==> src/rtl/proc_mc.sv <==
// proc_mc: parametrised multi-cycle toy processor (FETCH/EXEC/MEM/HALT) on a shared req/ack memory port.
// Optional macro PROC_MC_BRANCH_EN builds JMP (op 7) and BEQZ (op 8); without it both decode as NOP.
module proc_mc #(
    parameter int DATA_W   = 16,
    parameter int ADDR_W   = 16,
    parameter int NUM_REGS = 16
) (
    input  logic              clk,
    input  logic              rst,
    output logic              mem_req,
    output logic              mem_we,
    output logic [ADDR_W-1:0] mem_addr,
    output logic [DATA_W-1:0] mem_wr_data,
    input  logic [DATA_W-1:0] mem_rd_data,
    input  logic              mem_ack,
    output logic [DATA_W-1:0] out,
    output logic              out_valid,
    output logic [ADDR_W-1:0] pc,
    output logic              halted
);
    typedef enum logic [1:0] {S_FETCH, S_EXEC, S_MEM, S_HALT} state_t;
    localparam logic [4:0] LP_NREGS = 5'(NUM_REGS);
    localparam logic [3:0] OP_OUTI = 4'h1;
    localparam logic [3:0] OP_LD   = 4'h2;
    localparam logic [3:0] OP_LI   = 4'h3;
    localparam logic [3:0] OP_OUTR = 4'h4;
    localparam logic [3:0] OP_ST   = 4'h5;
    localparam logic [3:0] OP_ADDI = 4'h6;
`ifdef PROC_MC_BRANCH_EN
    localparam logic [3:0] OP_JMP  = 4'h7;
    localparam logic [3:0] OP_BEQZ = 4'h8;
`endif
    localparam logic [3:0] OP_HALT = 4'hF;

    state_t            r_state, w_state_nxt;
    logic [15:0]       r_instr, w_instr_nxt;
    logic [ADDR_W-1:0] r_pc, w_pc_nxt;
    logic [DATA_W-1:0] r_out, w_out_nxt;
    logic              r_out_valid, w_out_valid_nxt;
    logic [DATA_W-1:0] r_regs [16];
    logic              w_reg_we;
    logic [DATA_W-1:0] w_reg_wdata;
    logic [3:0]        w_sel;
    logic [3:0]        w_op;
    logic [DATA_W-1:0] w_imm_d;
    logic [ADDR_W-1:0] w_imm_a;
    logic [ADDR_W-1:0] w_pc_inc;
    logic [DATA_W-1:0] w_reg_rd;
    logic              w_is_st;

    assign w_sel    = r_instr[15:12];
    assign w_op     = r_instr[11:8];
    assign w_imm_d  = DATA_W'(r_instr[7:0]);
    assign w_imm_a  = ADDR_W'(r_instr[7:0]);
    assign w_pc_inc = r_pc + ADDR_W'(1);
    // Registers at or above NUM_REGS are never written, so reading them yields 0.
    assign w_reg_rd = r_regs[w_sel];
    assign w_is_st  = (r_state == S_MEM) && (w_op == OP_ST);

    // Memory request is a pure function of state; reset gates it so a pending request drops at once.
    assign mem_req     = rst && ((r_state == S_FETCH) || (r_state == S_MEM));
    assign mem_we      = w_is_st;
    assign mem_addr    = (r_state == S_MEM) ? w_imm_a : (r_state == S_FETCH) ? r_pc : '0;
    assign mem_wr_data = w_is_st ? w_reg_rd : '0;
    assign out         = r_out;
    assign out_valid   = r_out_valid;
    assign pc          = r_pc;
    assign halted      = (r_state == S_HALT);

    // Next-state, decode and register-write selection.
    always_comb begin
        w_state_nxt     = r_state;
        w_pc_nxt        = r_pc;
        w_instr_nxt     = r_instr;
        w_out_nxt       = r_out;
        w_out_valid_nxt = 1'b0;
        w_reg_we        = 1'b0;
        w_reg_wdata     = w_imm_d;
        case (r_state)
            S_FETCH: if (mem_ack) begin
                w_instr_nxt = 16'(mem_rd_data);
                w_state_nxt = S_EXEC;
            end
            S_EXEC: begin
                w_state_nxt = S_FETCH;
                w_pc_nxt    = w_pc_inc;
                case (w_op)
                    OP_OUTI: begin
                        w_out_nxt       = w_imm_d;
                        w_out_valid_nxt = 1'b1;
                    end
                    OP_LD, OP_ST: begin
                        w_state_nxt = S_MEM;
                        w_pc_nxt    = r_pc;
                    end
                    OP_LI: w_reg_we = 1'b1;
                    OP_OUTR: begin
                        w_out_nxt       = w_reg_rd;
                        w_out_valid_nxt = 1'b1;
                    end
                    OP_ADDI: begin
                        w_reg_we    = 1'b1;
                        w_reg_wdata = w_reg_rd + w_imm_d;
                    end
`ifdef PROC_MC_BRANCH_EN
                    OP_JMP: w_pc_nxt = w_imm_a;
                    OP_BEQZ: w_pc_nxt = (w_reg_rd == '0) ? w_imm_a : w_pc_inc;
`endif
                    OP_HALT: begin
                        w_state_nxt = S_HALT;
                        w_pc_nxt    = r_pc;
                    end
                    default: ;
                endcase
            end
            S_MEM: if (mem_ack) begin
                w_state_nxt = S_FETCH;
                w_pc_nxt    = w_pc_inc;
                w_reg_we    = (w_op == OP_LD);
                w_reg_wdata = mem_rd_data;
            end
            default: ;
        endcase
    end

    // State, pc, instruction and output registers.
    always_ff @(posedge clk or negedge rst) begin
        if (!rst) begin
            r_state     <= S_FETCH;
            r_pc        <= '0;
            r_instr     <= '0;
            r_out       <= '0;
            r_out_valid <= 1'b0;
        end else begin
            r_state     <= w_state_nxt;
            r_pc        <= w_pc_nxt;
            r_instr     <= w_instr_nxt;
            r_out       <= w_out_nxt;
            r_out_valid <= w_out_valid_nxt;
        end
    end

    // Register file; writes to unimplemented indices are dropped.
    always_ff @(posedge clk or negedge rst) begin
        if (!rst) begin
            for (int i = 0; i < 16; i++) r_regs[i] <= '0;
        end else if (w_reg_we && ({1'b0, w_sel} < LP_NREGS)) begin
            r_regs[w_sel] <= w_reg_wdata;
        end
    end
endmodule

==> config.mk <==
export PLATFORM = sky130hd
export DESIGN_NAME = proc_mc
export DESIGN_NICKNAME = d
export VERILOG_FILES = /design/src/rtl/proc_mc.sv
export SDC_FILE = /design/constraint.sdc
export NUM_CORES = 1
export LEC_CHECK = 0
export ABC_AREA = 1
export CAP_MARGIN = 20
export CELL_PAD_IN_SITES_DETAIL_PLACEMENT = 0
export CELL_PAD_IN_SITES_GLOBAL_PLACEMENT = 2
export CORE_MARGIN = 3
export CORE_UTILIZATION = 39
export DETAILED_ROUTE_END_ITERATION = 16
export PLACE_DENSITY = 0.95
export SLEW_MARGIN = 15
export SYNTH_ARGS = -nofsm -noshare
export SYNTH_HDL_FRONTEND = slang
export SYNTH_SLANG_ARGS = --single-unit
==> constraint.sdc <==
create_clock -name clk -period 5.5 [get_ports clk]
set_clock_uncertainty 0.15 [all_clocks]
set_input_delay 0.825 -clock clk [delete_from_list [all_inputs] [get_ports clk]]
set_output_delay 0.825 -clock clk [all_outputs]
set_load 0.03 [all_outputs]
==> After elaboration in Yosys (flattened, before gate mapping) <==
Index checks and enable logic that the tools add are counted.
{ "word_totals": {"register_bits": 307, "input_bits": 19, "out_inout_bits": 68, "word_cells": 80} }
{ "classes": {"addsub": 2, "n_lt_le_gt_ge": 2, "n_eq_ne": 13, "mux": 25, "bitwise_logic": 1, "reduce_logical": 16} }
{ "op_table": {"columns": ["cell", "n"], "rows": [
  ["$bwmux W256", 1],
  ["$mux W16", 10],
  ["$pmux W16 S2", 3],
  ["$bmux W16 S4", 1],
  ["$demux W16 S4", 1],
  ["$add A16 B1 Y16 const B", 1],
  ["$add A16 B8 Y16", 1],
  ["$eq A4 B3 Y1 const B", 3],
  ["$eq A4 B2 Y1 const B", 2],
  ["$ne A2 B2 Y1 const B", 3],
  ["$pmux W2 S3", 1],
  ["$reduce_and A3 Y1", 2],
  ["$reduce_or A2 Y1", 3],
  ["$ge A5 B5 Y1 const B", 1],
  ["$lt A5 B1 Y1 const B", 1],
  ["$not A4 Y5", 1],
  ["$eq A2 B2 Y1 const B", 2],
  ["$eq A4 B1 Y1 const B", 1],
  ["$eq A4 B4 Y1 const B", 1],
  ["$mux W1", 4],
  ["$mux W2", 2],
  ["$pmux W2 S2", 1],
  ["$reduce_and A2 Y1", 2],
  ["$reduce_bool A2 Y1", 2],
  ["7 further kinds", 9]
]} }

==> Depth between registers and ports, before layout <==
{ "logic_depth": {"depth_word": 8, "mapped_depth": 27, "ltp_nobuf": 23} }

==> Least setup slack after synthesis <==
Ideal clock, no wire load.
{ "synth_timing": {"path_kind": "register to register", "startpoint": "register r_instr[13]", "endpoint": "register r_regs[182] in the netlist's numbering", "setup_time_ps": 135, "arrival_ps": 3296, "required_ps": 5215, "path_slack_ps": 1918, "stages_incl_launch_ff": 26, "path_buffers": 4, "synth_period_minus_slack_ps": 3582, "path_cell_list": "dfrtp_1 -> inv_1 -> nor2_1 -> buf_2 -> buf_2 -> buf_2 -> a22oi_1 -> a21oi_1 -> or2_2 -> nor2_1 -> inv_1 -> ha_1 -> inv_1 -> fa_1 -> o21ai_0 -> nand2_1 -> nand2_1 -> nand2_1 -> nand2_1 -> a21oi_1 -> inv_1 -> o21ai_0 -> nand2_1 -> o21ai_0 -> clkbuf_1 -> o21ai_0"} }
{ "synth_via": {"elab_chain_cells": 8, "word_cells_on_any_way": 13, "classes_between": "add/sub: 1; order compare: 2; mux: 8; bitwise: 1; reduce/logical: 1"} }
{ "synth_lines": {"columns": ["element", "line_no", "source"], "rows": [
  ["start: declaration", "36", "logic [15:0] r_instr, w_instr_nxt;"],
  ["start signal: assignment", "137", "r_instr <= w_instr_nxt;"],
  ["$not A4 Y5 (implied by the code) *", "57, 148", null],
  ["$bmux W16 S4", "57", "assign w_reg_rd = r_regs[w_sel];"],
  ["$mux W16 (implied by the code) (2 in series)", "57", null],
  ["$add A16 B8 Y16", "103", "w_reg_wdata = w_reg_rd + w_imm_d;"],
  ["$mux W16", "87", "case (w_op)"],
  ["$pmux W16 S2", "79", "case (r_state)"],
  ["$bwmux W256 *", "148", "r_regs[w_sel] <= w_reg_wdata;"],
  ["end signal: indexed assignment", "148", null],
  ["end: declaration", "40", "logic [DATA_W-1:0] r_regs [16];"]
]} }
Every way passes the cells marked *; elsewhere a longest branch is shown, timed or not. The select of a mux whose other input is x is not followed.
A chain may end at the register's enable or synchronous reset.

==> Worst setup path after layout <==
{ "layout_timing": {"startpoint": "register r_instr[12]", "endpoint": "output port mem_wr_data[10]"} }
{ "layout_via": {"elab_chain_cells": 5} }
{ "layout_lines": {"columns": ["element", "line_no", "source"], "rows": [
  ["$not A4 Y5 (implied by the code)", "57", null],
  ["$bmux W16 S4", "57", null],
  ["$mux W16 (implied by the code) (2 in series)", "57", null],
  ["$mux W16", "64", "assign mem_wr_data = w_is_st ? w_reg_rd : '0;"],
  ["end: declaration", "13", "output logic [DATA_W-1:0] mem_wr_data,"]
]} }
No other way between the ends. The select of a mux whose other input is x is not followed.

==> results.json <==
{
  "drv_slew": 0,
  "grt_max_degree": 163,
  "setup_violations": 0,
  "syn_to_final_growth_pct": 15.77,
  "syn_inst": 1941,
  "drive_gt1_share_pct": 7.090,
  "yosys_warnings": 0,
  "drc_errors": 0,
  "syn_avg_cell_area_um2": 7.813,
  "fin_crit_sh_pct": 88.40,
  "final.min_clock_period_ps": 4862,
  "holdCritPathClass": "input pin to async pin",
  "dr_wl_met3_mm": 3.449,
  "fp.coreArea_um2": 38020,
  "num_antenna_cells": 0,
  "grt_usage_pct": 23.64,
  "clockBufferDepth": 3,
  "port-buffer-count": 86,
  "highest_layer": "met4",
  "met1_length_mm": 21.38,
  "drt_iter0_drc": 1219,
  "cp_max_fo": 29,
  "total_power_mw": 8.116,
  "layout.area.seq_um2": 7682,
  "worstPathRequired_ps": 4530,
  "status": "complete, no violations",
  "die_w_um": 203.2,
  "postRouteAntennaNets": 0,
  "syn_nets": 1974,
  "rsz0062_at_grt": "no",
  "final_common_cell": "nand2_1",
  "finalSetupTns_ps": 0,
  "cts.sinks": 307,
  "post-route-util_pct": 46.17,
  "end_kind": "output pin",
  "max_slew_margin_pct": 36.53,
  "hold_viol_final": 0,
  "dp_hpwl_mm": 32.59,
  "vdd_ir_drop_max_mv": 0.2978,
  "worst_pin_slew_ps": 949.7,
  "yosys.cell_types.count": 36,
  "vias": 13550,
  "cts_tree": "built",
  "seq_area_frac_synth_pct": 50.66,
  "fp-row-count": 71,
  "multiInputGateArea_um2": 6543,
  "wl_mm": 48.41,
  "dr_wl_met2_mm": 22.69,
  "cts_post_setup_buffers_inserted": 0,
  "initial_core_util_pct": 39.88,
  "worstSetupPathType": "flip-flop to output pin",
  "first_pass_iters": 5,
  "insertion_delay_ps": 530,
  "htreeDepth": 2,
  "grt_pass1_wl_mm": 77.70,
  "overflow": 0,
  "syn_area_um2": 15160,
  "powerDensity_nw_per_um2": 462.3,
  "pin_count": 87,
  "gp_congestion": 0.8633,
  "start_kind": "flip-flop",
  "cts_hold_buf": 0,
  "leakagePower_nw": 8.704,
  "ys_ff_latch": 307,
  "antenna_found_initial": 0,
  "wire_per_inst_um": 19.15,
  "arrival_ps": 3890,
  "root_buffer": "clkbuf_16",
  "maxCapViolCount": 0,
  "grt_pass1_vias": 13150,
  "vias_per_cell": 5.359,
  "dieHeight_um": 203.2,
  "cts_resized": 0,
  "fin_nets": 2029,
  "fillers": 3805,
  "fmax_ghz": 0.2057,
  "cts_buffers": 34,
  "dieArea_um2": 41290,
  "path_clk_slew_ps": 60,
  "final_cell_mix": "nand2_1, dfrtp_1, nand3_1"
}
==> stage by stage <==
step | cell area [µm²] | setup WS (ps) | std cells | hold slack (ps)
3_5_place_dp | 16490 | 895.8 | 2471 | 315.4
2_1_floorplan | 15160 | 1918 | 1941 | 299.5
5_1_grt | 17560 | 381.8 | 2528 | 175.8
6_report | 17560 | 638.1 | 2528 | 109.1
3_3_place_gp | 16490 | 920.2 | 2471 | 312.8
4_1_cts | 17560 | 656.2 | 2528 | 149.7
==> cell type report <==
cell class	count	share of cell area (%)
Sequential cell	307	43.76
Clock buffer	49	5.687
Timing Repair Buffer	118	6.471
Inverter	130	2.780
Clock inverter	8	0.3920
Multi-Input combinational cell	1405	37.27
Tap cell	511	3.642
==> cells by family after synthesis <==
kind of cell	count (synthesis)	synth area share, %
buf+inv	229	6.411
compound gates	295	11.39
mux	1	0.07425
simple gates	1081	29.45
fa+ha+maj	14	1.205
xor+xnor	14	0.8086
flops	307	50.66
==> synth_stat cells <==
library cell	n	area, µm²
nor2_1	84	315.3
a22o_1	2	17.52
nor2_2	8	50.05
buf_2	33	165.2
clkbuf_1	49	183.9
mux2_2	1	11.26
buf_4	11	82.58
o221ai_1	7	61.31
a221oi_1	3	26.28
inv_2	19	71.32
a21oi_1	21	105.1
a22oi_1	66	495.5
o21ai_1	10	50.05
a31oi_1	8	50.05
o21ai_2	3	26.28
buf_6	4	45.04
o21a_1	2	15.01
nor2_4	5	56.30
nand3_1	168	840.8
or2_2	2	12.51
o31ai_1	1	7.510
dfrtp_1	307	7682
o22ai_1	8	50.05
xnor2_1	1	8.760
xor2_1	13	113.9
nor3_1	9	45.04
nor3_2	9	90.09
o21ai_0	163	815.8
nand2_2	7	43.79
nand4_1	20	125.1
inv_1	111	416.7
nand2_1	769	2887
buf_1	2	7.510
fa_1	1	20.02
a21boi_0	1	7.510
ha_1	13	162.7
==> power by group <==
part	total (mW)	switching (mW)	leakage [nW]	internal, mW
combinational	3.01	2.18	4.06	0.824
clock	2.23	0.929	0.532	1.30
sequential	2.87	0.282	4.11	2.59
total	8.12	3.39	8.70	4.72
==> per-layer routing <==
metal	GRT usage, %	vias to the layer above
met4	5.556	0
met1	33.82	6544
met3	3.432	64
met2	38.23	529
li1	-	6411
met5	0	-
==> sequential cells by signal, indices dropped and copies added, names as in the netlist <==
register and flops:
r_regs 256, out 16, pc 16, r_instr 16
r_state 2, out_valid 1
==> path summary, 6_finish.rpt <==
kind / start / end / slack (ps) / cells past startpoint
max in group asynchronous: rst / r_regs[46] / 3650 / 2
max: r_instr[12] / mem_wr_data[10] / 640 / 11
min reg2reg: r_regs[28] / r_regs[28] / 330 / 2
min in group clk: r_regs[28] / r_regs[28] / 330 / 2
min: rst / out_valid / 110 / 1
max reg2reg: r_instr[12] / r_regs[14] / 790 / 21
==> critical path, cell delays in order, from the launching register on <==
cell and delay [ps]:
dfrtp_1 570, buf_4 260, nor2_4 640, buf_4 350
buf_4 170, nand2_1 50, nand4_1 100, nand2_1 60
nand2_1 200, nor2_2 120, nor2_1 130, clkdlybuf4s50_1 690
(Power assumes the default switching activity.)
